**config.mk**
```make
export PLATFORM = sky130hd
export DESIGN_NAME = sdram_row_sequencer_flat
export DESIGN_NICKNAME = d
export VERILOG_FILES = /design/src/rtl/sdram_row_sequencer_if.sv /design/src/rtl/sdram_row_sequencer.sv /design/src/flat_wrapper.sv
export SDC_FILE = /design/constraint.sdc
export NUM_CORES = 1
export LEC_CHECK = 0
export ABC_CLOCK_PERIOD_IN_PS = 3410
export CAP_MARGIN = 20
export CORE_MARGIN = 2
export CORE_UTILIZATION = 57
export DETAILED_ROUTE_END_ITERATION = 10
export PLACE_DENSITY = 0.75
export SYNTH_ARGS = -nofsm -noshare
export SYNTH_HDL_FRONTEND = slang
export SYNTH_SLANG_ARGS = --single-unit
```
**constraint.sdc**
```tcl
create_clock -name clock_100 -period 3.41 [get_ports clock_100]
set_input_delay 0.341 -clock clock_100 [delete_from_list [all_inputs] [get_ports clock_100]]
set_output_delay 0.341 -clock clock_100 [all_outputs]
set_load 0.02 [all_outputs]
```
**src/rtl/sdram_row_sequencer_if.sv**
```systemverilog
// Line-request and SDRAM row-command signals between the video line buffers,
// the row sequencer and the SDRAM controller.
interface sdram_row_sequencer_if;
    logic        FRAME_START_WR;
    logic        LINE_WR_REQ;
    logic        FRAME_START_RD;
    logic        LINE_RD_REQ;
    logic        END_OPERATION;
    logic        C_WRITE;
    logic        C_READ;
    logic [1:0]  C_BANK;
    logic [12:0] C_ROW_ADDRESS;
    logic        C_TYPE;
    logic        LINE_WR_ACK;
    logic        LINE_RD_ACK;
    logic        WR_OVERFLOW;
    logic        RD_UNDERRUN;
    logic        TIMEOUT_ERR;
    logic        BUSY;

    modport master (
        input  FRAME_START_WR, LINE_WR_REQ, FRAME_START_RD, LINE_RD_REQ, END_OPERATION,
        output C_WRITE, C_READ, C_BANK, C_ROW_ADDRESS, C_TYPE,
        output LINE_WR_ACK, LINE_RD_ACK, WR_OVERFLOW, RD_UNDERRUN, TIMEOUT_ERR, BUSY
    );

    modport slave (
        output FRAME_START_WR, LINE_WR_REQ, FRAME_START_RD, LINE_RD_REQ, END_OPERATION,
        input  C_WRITE, C_READ, C_BANK, C_ROW_ADDRESS, C_TYPE,
        input  LINE_WR_ACK, LINE_RD_ACK, WR_OVERFLOW, RD_UNDERRUN, TIMEOUT_ERR, BUSY
    );
endinterface

```
**src/rtl/sdram_row_sequencer.sv**
```systemverilog
// Sequences camera-line writes and display-line reads into SDRAM row commands
// over a triple-buffered set of banks (0..2), one line = two consecutive rows.
module sdram_row_sequencer #(
    parameter int LINES   = 288,
    parameter int TIMEOUT = 4095
) (
    input  logic                  clock_100,
    input  logic                  RESET_N,
    sdram_row_sequencer_if.master bus
);
    typedef enum logic [1:0] {S_IDLE, S_ISSUE, S_WAIT_END, S_DONE} state_t;

    localparam int          TW      = $clog2(TIMEOUT + 1);
    localparam logic [11:0] C_LINES = 12'(LINES);

    state_t        r_state, w_state_next;
    logic [11:0]   r_wr_line, r_rd_line;
    logic          r_wr_pend, r_rd_pend;
    logic          r_wr_restart, r_rd_restart;
    logic          r_op_wr;
    logic [1:0]    r_wr_bank, r_rdy_bank, r_rd_bank, r_bank;
    logic [12:0]   r_row;
    logic [TW-1:0] r_timer;
    logic          r_wr_ovf, r_rd_unr, r_to_err;

    logic       w_timeout, w_start_wr, w_start_rd;
    logic       w_done_wr, w_done_rd, w_end_wr, w_end_rd;
    logic       w_flight_wr, w_flight_rd, w_adv_wr, w_adv_rd, w_wrap;
    logic [1:0] w_rd_bank_eff;

    function automatic logic [1:0] f_free_bank(input logic [1:0] a, input logic [1:0] b);
        if (a != 2'd0 && b != 2'd0)
            return 2'd0;
        else if (a != 2'd1 && b != 2'd1)
            return 2'd1;
        else
            return 2'd2;
    endfunction

    always_comb begin
        w_timeout   = (r_state == S_WAIT_END) && !bus.END_OPERATION &&
                      (r_timer >= TW'(TIMEOUT - 1));
        w_start_wr  = (r_state == S_IDLE) && r_wr_pend;
        w_start_rd  = (r_state == S_IDLE) && !r_wr_pend && r_rd_pend;
        w_done_wr   = (r_state == S_DONE) && r_op_wr;
        w_done_rd   = (r_state == S_DONE) && !r_op_wr;
        w_end_wr    = w_done_wr || (w_timeout && r_op_wr);
        w_end_rd    = w_done_rd || (w_timeout && !r_op_wr);
        // A frame start counts as "in flight" from the cycle the op is chosen.
        w_flight_wr = ((r_state != S_IDLE) && r_op_wr) || w_start_wr;
        w_flight_rd = ((r_state != S_IDLE) && !r_op_wr) || w_start_rd;
        w_adv_wr    = w_done_wr && !r_wr_restart && !bus.FRAME_START_WR;
        w_adv_rd    = w_done_rd && !r_rd_restart && !bus.FRAME_START_RD;
        w_wrap      = w_adv_wr && (r_wr_line == C_LINES - 12'd1);
        w_rd_bank_eff = bus.FRAME_START_RD ? r_rdy_bank : r_rd_bank;
    end

    always_comb begin
        w_state_next = r_state;
        case (r_state)
            S_IDLE:     if (r_wr_pend || r_rd_pend) w_state_next = S_ISSUE;
            S_ISSUE:    w_state_next = S_WAIT_END;
            S_WAIT_END: begin
                if (bus.END_OPERATION)
                    w_state_next = S_DONE;
                else if (w_timeout)
                    w_state_next = S_IDLE;
            end
            S_DONE:     w_state_next = S_IDLE;
            default:    w_state_next = S_IDLE;
        endcase
    end

    always_ff @(posedge clock_100 or negedge RESET_N) begin
        if (!RESET_N)
            r_state <= S_IDLE;
        else
            r_state <= w_state_next;
    end

    always_ff @(posedge clock_100 or negedge RESET_N) begin
        if (!RESET_N) begin
            r_wr_line    <= '0;
            r_rd_line    <= '0;
            r_wr_pend    <= 1'b0;
            r_rd_pend    <= 1'b0;
            r_wr_restart <= 1'b0;
            r_rd_restart <= 1'b0;
            r_op_wr      <= 1'b0;
            r_wr_bank    <= 2'd0;
            r_rdy_bank   <= 2'd1;
            r_rd_bank    <= 2'd1;
            r_bank       <= 2'd0;
            r_row        <= '0;
            r_timer      <= '0;
            r_wr_ovf     <= 1'b0;
            r_rd_unr     <= 1'b0;
            r_to_err     <= 1'b0;
        end else begin
            if (bus.FRAME_START_WR) begin
                r_wr_line <= '0;
                r_wr_pend <= bus.LINE_WR_REQ;
            end else begin
                if (bus.LINE_WR_REQ) begin
                    if (r_wr_pend || r_wr_line == C_LINES)
                        r_wr_ovf <= 1'b1;
                    else
                        r_wr_pend <= 1'b1;
                end
                // After a restart the pending flag belongs to the new frame.
                if (w_end_wr && !r_wr_restart)
                    r_wr_pend <= 1'b0;
                if (w_adv_wr)
                    r_wr_line <= r_wr_line + 12'd1;
            end

            if (bus.FRAME_START_RD) begin
                r_rd_line <= '0;
                r_rd_pend <= bus.LINE_RD_REQ;
                r_rd_bank <= r_rdy_bank;
            end else begin
                if (bus.LINE_RD_REQ) begin
                    if (r_rd_pend || r_rd_line == C_LINES)
                        r_rd_unr <= 1'b1;
                    else
                        r_rd_pend <= 1'b1;
                end
                if (w_end_rd && !r_rd_restart)
                    r_rd_pend <= 1'b0;
                if (w_adv_rd)
                    r_rd_line <= r_rd_line + 12'd1;
            end

            if (w_end_wr)
                r_wr_restart <= 1'b0;
            else if (bus.FRAME_START_WR && w_flight_wr)
                r_wr_restart <= 1'b1;

            if (w_end_rd)
                r_rd_restart <= 1'b0;
            else if (bus.FRAME_START_RD && w_flight_rd)
                r_rd_restart <= 1'b1;

            // New write bank must avoid the finished frame and the bank being displayed.
            if (w_wrap) begin
                r_rdy_bank <= r_wr_bank;
                r_wr_bank  <= f_free_bank(r_wr_bank, w_rd_bank_eff);
            end

            if (w_start_wr || w_start_rd) begin
                r_op_wr <= r_wr_pend;
                r_bank  <= r_wr_pend ? r_wr_bank : r_rd_bank;
                r_row   <= r_wr_pend ? {r_wr_line, 1'b0} : {r_rd_line, 1'b0};
            end

            if (r_state == S_IDLE)
                r_timer <= '0;
            else
                r_timer <= r_timer + TW'(1);

            if (w_timeout)
                r_to_err <= 1'b1;
        end
    end

    assign bus.C_WRITE       = (r_state == S_ISSUE) && r_op_wr;
    assign bus.C_READ        = (r_state == S_ISSUE) && !r_op_wr;
    assign bus.C_BANK        = r_bank;
    assign bus.C_ROW_ADDRESS = r_row;
    assign bus.C_TYPE        = 1'b1;
    assign bus.LINE_WR_ACK   = w_done_wr;
    assign bus.LINE_RD_ACK   = w_done_rd;
    assign bus.WR_OVERFLOW   = r_wr_ovf;
    assign bus.RD_UNDERRUN   = r_rd_unr;
    assign bus.TIMEOUT_ERR   = r_to_err;
    assign bus.BUSY          = (r_state != S_IDLE);
endmodule

```
**src/flat_wrapper.sv**
```systemverilog
// flat-port wrapper written by rule: the top's interface ports become plain ports
module sdram_row_sequencer_flat 
#(
    parameter int LINES   = 288,
    parameter int TIMEOUT = 4095
)
  (clock_100, RESET_N, bus_FRAME_START_WR, bus_LINE_WR_REQ, bus_FRAME_START_RD, bus_LINE_RD_REQ, bus_END_OPERATION, bus_C_WRITE, bus_C_READ, bus_C_BANK, bus_C_ROW_ADDRESS, bus_C_TYPE, bus_LINE_WR_ACK, bus_LINE_RD_ACK, bus_WR_OVERFLOW, bus_RD_UNDERRUN, bus_TIMEOUT_ERR, bus_BUSY);
  sdram_row_sequencer_if bus_i ();
  input  logic clock_100;
  input  logic RESET_N;
  input wire logic [$bits(bus_i.FRAME_START_WR)-1:0] bus_FRAME_START_WR;
  input wire logic [$bits(bus_i.LINE_WR_REQ)-1:0] bus_LINE_WR_REQ;
  input wire logic [$bits(bus_i.FRAME_START_RD)-1:0] bus_FRAME_START_RD;
  input wire logic [$bits(bus_i.LINE_RD_REQ)-1:0] bus_LINE_RD_REQ;
  input wire logic [$bits(bus_i.END_OPERATION)-1:0] bus_END_OPERATION;
  output wire logic [$bits(bus_i.C_WRITE)-1:0] bus_C_WRITE;
  output wire logic [$bits(bus_i.C_READ)-1:0] bus_C_READ;
  output wire logic [$bits(bus_i.C_BANK)-1:0] bus_C_BANK;
  output wire logic [$bits(bus_i.C_ROW_ADDRESS)-1:0] bus_C_ROW_ADDRESS;
  output wire logic [$bits(bus_i.C_TYPE)-1:0] bus_C_TYPE;
  output wire logic [$bits(bus_i.LINE_WR_ACK)-1:0] bus_LINE_WR_ACK;
  output wire logic [$bits(bus_i.LINE_RD_ACK)-1:0] bus_LINE_RD_ACK;
  output wire logic [$bits(bus_i.WR_OVERFLOW)-1:0] bus_WR_OVERFLOW;
  output wire logic [$bits(bus_i.RD_UNDERRUN)-1:0] bus_RD_UNDERRUN;
  output wire logic [$bits(bus_i.TIMEOUT_ERR)-1:0] bus_TIMEOUT_ERR;
  output wire logic [$bits(bus_i.BUSY)-1:0] bus_BUSY;
  assign bus_i.FRAME_START_WR = bus_FRAME_START_WR;
  assign bus_i.LINE_WR_REQ = bus_LINE_WR_REQ;
  assign bus_i.FRAME_START_RD = bus_FRAME_START_RD;
  assign bus_i.LINE_RD_REQ = bus_LINE_RD_REQ;
  assign bus_i.END_OPERATION = bus_END_OPERATION;
  assign bus_C_WRITE = bus_i.C_WRITE;
  assign bus_C_READ = bus_i.C_READ;
  assign bus_C_BANK = bus_i.C_BANK;
  assign bus_C_ROW_ADDRESS = bus_i.C_ROW_ADDRESS;
  assign bus_C_TYPE = bus_i.C_TYPE;
  assign bus_LINE_WR_ACK = bus_i.LINE_WR_ACK;
  assign bus_LINE_RD_ACK = bus_i.LINE_RD_ACK;
  assign bus_WR_OVERFLOW = bus_i.WR_OVERFLOW;
  assign bus_RD_UNDERRUN = bus_i.RD_UNDERRUN;
  assign bus_TIMEOUT_ERR = bus_i.TIMEOUT_ERR;
  assign bus_BUSY = bus_i.BUSY;
  sdram_row_sequencer #(.LINES(LINES), .TIMEOUT(TIMEOUT)) u_core (.clock_100(clock_100), .RESET_N(RESET_N), .bus(bus_i));
endmodule
```
Word level (Yosys, flattened, before mapping)
Cells that the tools add are included.
{"block": "word_totals", "output_inout_bits": 24, "in_bits": 7, "ff_bits": 67}
{"block": "classes", "addsub": 3, "eq_ne": 12, "n_bitwise": 2, "mux": 26, "magnitude_cmp": 1, "n_reduce_logical": 54}
{"cell": "12-bit 2-to-1 mux", "n": 5}
{"cell": "12-bit by 1-bit adder with 12-bit output (second input constant)", "n": 3}
{"cell": "12-bit by 9-bit equality test with 1-bit output (second input constant)", "n": 3}
{"cell": "1-bit logical AND", "n": 24}
{"cell": "2-bit 2-to-1 mux", "n": 7}
{"cell": "2-bit nonzero test", "n": 7}
{"cell": "13-bit 2-to-1 mux", "n": 1}
{"cell": "12-bit greater-or-equal comparator (second input constant)", "n": 1}
{"cell": "1-bit 2-to-1 mux", "n": 12}
{"cell": "1-bit logical OR", "n": 8}
{"cell": "2-bit one-hot mux with 4 select lines", "n": 1}
{"cell": "1-bit zero test", "n": 7}
{"cell": "2-bit by 1-bit != test with 1-bit output (second input constant)", "n": 3}
{"cell": "3-bit != test (second input constant)", "n": 2}
{"cell": "2-bit AND reduction", "n": 3}
{"cell": "3-bit AND reduction", "n": 2}
{"cell": "3-bit nonzero test", "n": 2}
{"cell": "2-bit equality test (second input constant)", "n": 2}
{"cell": "3-bit by 2-bit != test with 1-bit output (second input constant)", "n": 1}
{"cell": "2-bit by 1-bit equality test with 1-bit output (second input constant)", "n": 1}
{"cell": "2-bit zero test", "n": 1}
{"cell": "1-bit inverter", "n": 2}

Logic depth before layout (Yosys ltp)
Gate-level depths: netlist (run 1).
{"block": "depth", "word_depth": 8, "mapped_depth": 6}

Worst setup path before layout (run 1)
OpenSTA, ideal clock, no wires.
{"block": "synth_timing", "kind": "reg-to-reg", "start": "register u_core.r_wr_line[0]", "end": "register u_core.r_rdy_bank[1]", "slack_ps": 1647, "stages_incl_launch_ff": 6, "arrival_time_ps": 1638, "required_time_ps": 3285, "period_less_slack_ps": 1763, "setup_time_ps": 125, "path_buffers": 0, "cell_sequence": "dfrtp_1 ha_1 nand4_1 or2_1 or3_4 mux2_2"}
{"block": "synth_via", "elab_chain_cells": 2}
{"element": "from (decl)", "line_no": "sdram_row_sequencer.sv:17", "rtl": "logic [11:0] r_wr_line, r_rd_line;"}
{"element": "from (signal assigned)", "line_no": "sdram_row_sequencer.sv:114", "rtl": "r_wr_line <= r_wr_line + 12'd1;"}
{"element": "12-bit by 9-bit equality test with 1-bit output", "line_no": "sdram_row_sequencer.sv:54", "rtl": "w_wrap = w_adv_wr && (r_wr_line == C_LINES - 12'd1);"}
{"element": "1-bit logical AND", "line_no": "sdram_row_sequencer.sv:54"}
{"element": "to (signal assigned)", "line_no": "sdram_row_sequencer.sv:146", "rtl": "r_rdy_bank <= r_wr_bank;"}
{"element": "to (decl)", "line_no": "sdram_row_sequencer.sv:21", "rtl": "logic [1:0] r_wr_bank, r_rdy_bank, r_rd_bank, r_bank;"}
No other way between the ends.
A chain may end at the register's enable or synchronous reset.

Worst setup path in the final report (run 1)
{"block": "layout_timing", "start": "register u_core.r_state[1]", "end": "output bus_LINE_RD_ACK"}
{"block": "layout_via", "elab_chain_cells": 2}
{"element": "from (decl)", "line_no": "sdram_row_sequencer.sv:16", "rtl": "state_t r_state, w_state_next;"}
{"element": "from (signal assigned)", "line_no": "sdram_row_sequencer.sv:78", "rtl": "r_state <= w_state_next;"}
{"element": "2-bit equality test", "line_no": "sdram_row_sequencer.sv:46", "rtl": "w_done_rd = (r_state == S_DONE) && !r_op_wr;"}
{"element": "1-bit logical AND", "line_no": "sdram_row_sequencer.sv:46"}
{"element": "to (decl)", "line_no": "flat_wrapper.sv:22", "rtl": "output wire logic [$bits(bus_i.LINE_RD_ACK)-1:0] bus_LINE_RD_ACK;"}
No other way between the ends.

==> results by group, run 1 <==
Outcome
  – Outcome: finished clean

Synth
  – Number of storage elements in the synthesis netlist: 66
  – Async S/R FF share, synth: 100.0%
  – Instance count of the mapped netlist: 348
  – Top FF cell, synth: dfrtp_1
  – Post-synthesis area per instance: a little under 10 µm²
  – Number of enable flip-flop cells after synthesis: 0
  – Synthesized area: around 3400 µm²
  – Post-synth net total: 361
  – Number of different library cells in the post-synthesis netlist: 49
  – Synth warnings: 0
  – Portion of the post-synthesis area used by sequential elements: 48.82%

Clock tree
  – Buffers inserted during post-CTS setup optimization: 0
  – CTS buffer count: 9
  – Clock transition at the register clock pins on the worst setup and hold paths after CTS: approximately 0.070 ns
  – Buffer type at the clock tree root: clkbuf_8
  – Insertion delay to the later sink of the worst-skew pair: 0.35 ns
  – Number of H-tree branching levels: 3
  – Max clock buf depth: 2
  – CTS sink count: 66
  – Clock tree from TritonCTS: built
  – Post-cts gate resize count: 0

Setup path
  – Setup Crit Path Kind: reg -> out
  – Arr. time, crit path: 2.00 ns
  – Element type at the critical path start: register
  – Family with the most delay on the worst path: flip-flops
  – Delay of the slowest critical-path stage: 0.62 ns
  – Setup slack of the worst register-to-register path: around 1.4 ns
  – Max stage delay cell, worst path: dfrtp_1
  – Critical path endpoint category: primary output
  – Critical path required time: 3.07 ns
  – Buf+Inv Stages, Crit Path: 1
  – Ordered list of cells on the worst path: nand2_1 > nor2_1 > clkdlybuf4s50_1
  – Highest net fanout along the worst path: 14

Die
  – Initial standard-cell utilization of the core: about three fifths
  – Standard cell core area: 5816 µm²
  – Number of primary I/O pins: 31
  – Die Area: 6577 µm²
  – FP Rows: 28
  – Horizontal die dimension: 81.10 µm
  – Die Height: 81.10 µm

STA
  – Tcrit/Tclk final: 68.65%
  – Final setup viols: 0
  – Max-Slew Margin vs Limit: 31.82%
  – Unrepaired setup endpoints after global routing: false
  – Final TNS setup: 0 ns
  – Minimum clock period: between 2 and 2.5 ns
  – Peak clock frequency supported by timing: 0.4271 GHz
  – Measured slew at the worst slew-check pin: 1.023 ns
  – Total count of max-transition violations in the final report: 0
  – Final hold viol count: 0
  – Maximum clock skew at final layout: 0.008859 ns

GRT
  – Overall Global Routing Usage: 24.12%
  – Initial antenna violation count: 0
  – Via count of the first global-routing pass: 2512
  – Largest net degree at the start of global routing: 44
  – Total gr overflow: 0
  – Wire length of the first global-routing pass: 11900 µm

Flow run
  – Count of max-cap constraint violations: 0

Pwr
  – Post-route total power: 2.093 mW
  – Static leakage: 1.767 nW
  – Power per unit of standard cell area: 533.3 nW/µm²
  – IR drop worst, VDD: 550.0 µV

Detailed routing
  – Overall via count from detail_route: approximately 2600
  – 1st-iter DRT viols: 228
  – Number of vias per cell: 5.719
  – Antenna-violating nets left: 0
  – Overall routed net length: 6851 µm
  – Post-DR wirelength/cell: around 15 µm
  – Number of iterations in the first detailed-routing pass: 4
  – Count of unresolved DRC violations after routing: 0

Hold path
  – Worst hold-check path type: in -> async

Final layout
  – Most frequent standard cell in the layout excluding fill and tap cells: dfrtp_1
  – Post-Layout Cell Count: 455
  – Proportion of layout cells with a drive suffix above 1: 8.421%
  – Final cell area excluding filler cells: 3924 µm²
  – Synthesis-to-layout area growth: 15.80%
  – Most frequent cells in the layout: dfrtp_1 (64), nor2_1 (41), nand2_1 (35)
  – Total inserted antenna cells: 0
  – Final #Nets: roughly 390

Placement
  – Routability congestion estimate from global placement: 0.8283
  – Instance area after placement: 3705 µm²
  – Number of placed cells counting well taps: around 440
  – Detail Placement HPWL: 4680 µm
  – Number of I/O port buffers: 28
==> what timing repair did <==
action	CTS	global route
endpoints found under the setup margin	0	0
hold buffers	0	1
hold endpoints to repair	0	1
==> power breakdown <==
group          total (mW)  leakage, nW  internal (mW)  switching, mW
Sequential          0.994        0.879          0.842          0.152
Clock               0.646       0.0974          0.356          0.290
Combinational       0.452        0.790          0.203          0.249
Total                2.09         1.77           1.40          0.691
==> cell usage after synthesis (4+ instances only) <==
library cell | count | area, µm²
nor4b_1 | 4 | 35.03
nand3_1 | 13 | 65.06
mux2_2 | 6 | 67.56
o21ai_0 | 17 | 85.08
mux2i_1 | 16 | 160.2
nor2_1 | 41 | 153.9
xor2_1 | 18 | 157.7
nor3_1 | 6 | 30.03
ha_1 | 6 | 75.07
dfrtp_1 | 64 | 1602
nand4_1 | 14 | 87.58
inv_1 | 13 | 48.80
a21oi_1 | 14 | 70.07
nand2_1 | 35 | 131.4
and4_1 | 4 | 35.03
clkbuf_1 | 12 | 45.04
and3_1 | 5 | 31.28
xnor2_1 | 9 | 78.83
==> routing by layer <==
metal | vias up | GRT usage [%] | wire, µm
li1 | 1265 | - | -
met1 | 1279 | 32.39 | 3252
met2 | 48 | 38.18 | 3273
met3 | 10 | 5.556 | 226
met4 | 0 | 9.322 | 98
met5 | - | 0 | 0
==> final timing paths <==
kind / start / end / depth (start not counted)
max: u_core.r_state[1]$_DFFE_PN0P_ / bus_LINE_RD_ACK / 3
min: RESET_N / u_core.r_rd_line[1]$_DFFE_PN0P_ / 2
max reg2reg: u_core.r_wr_pend$_DFFE_PN0P_ / u_core.bus.C_ROW_ADDRESS[7]$_DFFE_PN0P_ / 4
min reg2reg: u_core.bus.WR_OVERFLOW$_DFFE_PN0P_ / u_core.bus.WR_OVERFLOW$_DFFE_PN0P_ / 1
max in group asynchronous: RESET_N / u_core.r_timer[10]$_DFF_PN0_ / 3
min in group clock_100: u_core.bus.WR_OVERFLOW$_DFFE_PN0P_ / u_core.bus.WR_OVERFLOW$_DFFE_PN0P_ / 1
==> registers in the layout, summed over array words and instances (netlist names) <==
signal / count
u_core.r_rd_bank: 2
u_core.bus.TIMEOUT_ERR: 1
u_core.r_rdy_bank: 2
u_core.r_wr_bank: 2
u_core.r_rd_line: 12
u_core.r_wr_line: 12
u_core.r_state: 2
u_core.r_timer: 12
u_core.bus.WR_OVERFLOW: 1
u_core.r_wr_pend: 1
u_core.r_op_wr: 1
u_core.r_rd_restart: 1
u_core.r_wr_restart: 1
u_core.bus.RD_UNDERRUN: 1
u_core.r_rd_pend: 1
u_core.bus.C_BANK: 2
u_core.bus.C_ROW_ADDRESS: 12
==> per-stage QoR <==
step           hold WS [ns]  worst slack (ns)  util, %
4_1_cts              0.1599             1.060    66.95
5_1_grt              0.3348            0.9104    67.47
3_3_place_gp         0.4579             1.120    63.70
3_5_place_dp         0.4526             1.079    63.70
6_report             0.3253             1.069    67.47
2_1_floorplan       0.04541             1.647        -
==> area by class of cell <==
| cell class | count | area (µm²) |
|---|---|---|
| timing repair buffer | 33 | 327.8 |
| clock buffer | 13 | 148.9 |
| clock inverter | 3 | 40.04 |
| multi-input combinational | 252 | 1610 |
| tap | 75 | 93.84 |
| sequential | 66 | 1654 |
| inverter | 13 | 48.80 |
| fill | 467 | 1892 |
==> logic make-up (layout without fill, tap and decap cells) <==
group	after synthesis	in the layout	synth area share (%)
flip-flops	66	66	48.82
other	2	2	0.2216
XOR/XNOR	27	27	6.979
AND/OR/NAND/NOR	147	147	22.90
multiplexers	22	22	6.721
buffers and inverters	30	62	3.656
AO/OA/AOI/OAI	48	48	8.493
adder cells (fa/ha/maj)	6	6	2.216
(Power assumes the default switching activity.)
==> inputs of run 2 (changes only) <==
--- a/config.mk
+++ b/config.mk
@@ -5,7 +5,7 @@
 export SDC_FILE = /design/constraint.sdc
 export NUM_CORES = 1
 export LEC_CHECK = 0
-export ABC_CLOCK_PERIOD_IN_PS = 3410
+export ABC_CLOCK_PERIOD_IN_PS = 2200
 export CAP_MARGIN = 20
 export CORE_MARGIN = 2
 export CORE_UTILIZATION = 57
==> constraint.sdc (replaced) <==
create_clock -name clock_100 -period 2.2 [get_ports clock_100]
set_input_delay 0.22 -clock clock_100 [delete_from_list [all_inputs] [get_ports clock_100]]
set_output_delay 0.22 -clock clock_100 [all_outputs]
set_load 0.02 [all_outputs]
==> results by group, run 2 (synthesis gave the netlist of run 1 again) <==
Setup path
  – Highest net fanout along the worst path: 14 (unchanged)
  – Length in cells of the worst reg-to-reg path: 5 (+1)
  – Delay of the slowest critical-path stage: 0.63 ns (about the same)
  – Critical path endpoint category: primary output
  – Ordered list of cells on the worst path: nand2_1 > nor2_1 > clkdlybuf4s50_1
  – Arr. time, crit path: 1.85 ns (-0.15 ns)
  – Critical path required time: 1.98 ns (-1.09 ns)
  – Max stage delay cell, worst path: clkdlybuf4s50_1
  – Reg2reg end: u_core.r_wr_bank[1]$_DFFE_PN0P_
  – Setup Crit Path Kind: reg -> out
  – Element type at the critical path start: register
  – Setup slack of the worst register-to-register path: 0.27 ns (-1.11 ns)
  – Reg2reg start: u_core.r_wr_line[1]$_DFFE_PN0P_

STA
  – Unrepaired setup endpoints after global routing: false
  – Minimum clock period: just over 2 ns
  – Final setup viols: 0 (unchanged)
  – Max-Slew Margin vs Limit: 64.15% (+32 points)
  – Total count of max-transition violations in the final report: 0 (unchanged)
  – Peak clock frequency supported by timing: a little under 0.5 GHz
  – Final TNS setup: 0 ns (unchanged)
  – Final hold viol count: 0 (unchanged)
  – Measured slew at the worst slew-check pin: 0.5341 ns (-0.4885 ns)
  – Maximum clock skew at final layout: 0.005998 ns (-0.002861 ns)
  – Post-route worst setup slack: 0.1316 ns (-0.9373 ns)
  – Tcrit/Tclk final: 94.02%

Final layout
  – Sequential standard cell area: 1657 µm² (+0.15%)
  – Total inserted antenna cells: 0 (unchanged)
  – Most frequent standard cell in the layout excluding fill and tap cells: dfrtp_1
  – Final cell area excluding filler cells: 3988 µm² (+1.6%)
  – Proportion of layout cells with a drive suffix above 1: 11.37% (+2.9 points)
  – Final #Nets: 395 (+1.8%)
  – Finished Core Util: 68.57% (+1.1 points)
  – Multi-input gate area: 1613 µm² (+0.16%)
  – Synthesis-to-layout area growth: 17.69%
  – Number of filler cells placed in the layout: 481 (+3.0%)
  – Most frequent cells in the layout: dfrtp_1 (62), nor2_1 (40), nand2_1 (35)

Pwr
  – Static leakage: 1.805 nW (+2.1%)
  – Post-route total power: 3.339 mW (+60%)
  – IR drop worst, VDD: 780.4 µV (+42%)
  – Power per unit of standard cell area: 837.5 nW/µm² (+57%)

GRT
  – Initial antenna violation count: 0 (unchanged)
  – Total gr overflow: 0 (unchanged)
  – Largest net degree at the start of global routing: 37 (-16%)
  – Overall Global Routing Usage: 24.47% (+0.35 points)
  – Wire length of the first global-routing pass: 12070 µm (+1.4%)
  – Via count of the first global-routing pass: 2498 (-0.56%)

Detailed routing
  – Antenna-violating nets left: 0 (unchanged)
  – Overall via count from detail_route: 2658 (+2.2%)
  – 1st-iter DRT viols: 154 (-32%)
  – Overall routed net length: 7203 µm (+5.1%)
  – Count of unresolved DRC violations after routing: 0 (unchanged)
  – Number of iterations in the first detailed-routing pass: 4 (unchanged)
  – Post-DR wirelength/cell: 15.59 µm (+3.5%)
  – Number of vias per cell: 5.753 (+0.60%)

Die
  – Horizontal die dimension: 81.10 µm (unchanged)
  – Number of primary I/O pins: 31 (unchanged)
  – Die Height: 81.10 µm (unchanged)
  – FP Rows: 28 (unchanged)
  – Initial standard-cell utilization of the core: 58.26% (unchanged)
  – Standard cell core area: 5816 µm² (unchanged)
  – Die Area: 6577 µm² (unchanged)

Placement
  – Instance area after placement: 3777 µm² (+2.0%)
  – Setup slack at placement: 0.2991 ns (-0.7795 ns)
  – Detail Placement HPWL: 5027 µm (+7.4%)
  – Number of I/O port buffers: 28 (unchanged)
  – Routability congestion estimate from global placement: 0.8115 (-2.0%)

Clock tree
  – Max clock buf depth: 2 (unchanged)
  – CTS buffer count: 9 (unchanged)
  – CTS sink count: 66 (unchanged)
  – Number of H-tree branching levels: 3 (unchanged)
  – Buffer type at the clock tree root: clkbuf_8
  – Buffers inserted during post-CTS setup optimization: 0 (unchanged)
  – Clock tree from TritonCTS: built
  – Clock transition at the register clock pins on the worst setup and hold paths after CTS: 0.07 ns (about the same)
  – Insertion delay to the later sink of the worst-skew pair: 0.35 ns (about the same)

Flow run
  – Count of max-cap constraint violations: 0 (unchanged)

Outcome
  – Outcome: finished clean

Hold path
  – Worst hold-check path type: in -> async
==> run 2: critical path: cells and delay by family, from the launching register on <==
| family | cells | cell delay (ns) |
|---|---|---|
| buffers and inverters | 1 | 0.63 |
| DFF | 1 | 0.51 |
| and+or+nand+nor | 2 | 0.37 |
==> run 2: worst max path at each step <==
stage	slack (ns)	cells past startpoint	to	startpoint
floorplan	0.44	5	u_core.r_rdy_bank[1]$_DFFE_PN0P_	u_core.r_wr_line[0]$_DFFE_PN0P_
detailed placement	0.30	5	u_core.r_wr_bank[1]$_DFFE_PN0P_	u_core.r_wr_line[0]$_DFFE_PN0P_
global placement	0.31	5	u_core.r_rdy_bank[1]$_DFFE_PN0P_	u_core.r_wr_line[1]$_DFFE_PN0P_
finish	0.13	3	bus_LINE_RD_ACK	u_core.r_state[1]$_DFFE_PN0P_
global route	0.03	3	bus_LINE_RD_ACK	u_core.r_state[1]$_DFFE_PN0P_
CTS	-0.006	3	bus_LINE_RD_ACK	u_core.r_state[0]$_DFFE_PN0P_
==> run 2: timing repair <==
item                                    in CTS  in global routing
hold endpoints to repair                    64                  0
gates resized for setup                      2                  1
hold buffers                                 1                  0
endpoints found under the setup margin       2                  1
==> run 2: stage by stage <==
stage	hold WS [ns]	instances
2_1_floorplan	-0.07559	348
3_3_place_gp	0.2669	445
3_5_place_dp	0.2694	445
4_1_cts	0.4235	462
5_1_grt	0.4527	462
6_report	0.4176	462
==> run 2: routing by layer <==
layer  up-vias  part of all wire, %  global-route usage, %
met4         0                  1.6                  8.644
li1       1283                    -                      -
met3         9                  3.9                  6.222
met5         -                    0                      0
met1      1300                   45                  32.31
met2        66                   49                  39.34
==> run 2: report_power, final <==
part           internal (mW)  switching [mW]
logic                  0.370           0.443
registers               1.31           0.192
clock network          0.551           0.473
total                   2.23            1.11
==> run 2: area by class of cell <==
class / count / area share (%)
timing repair buffer: 40 / 9.539
sequential: 66 / 41.54
multi-input combinational: 252 / 40.45
tap: 75 / 2.353
inverter: 13 / 1.224
clock buffer: 11 / 3.546
clock inverter: 5 / 1.349
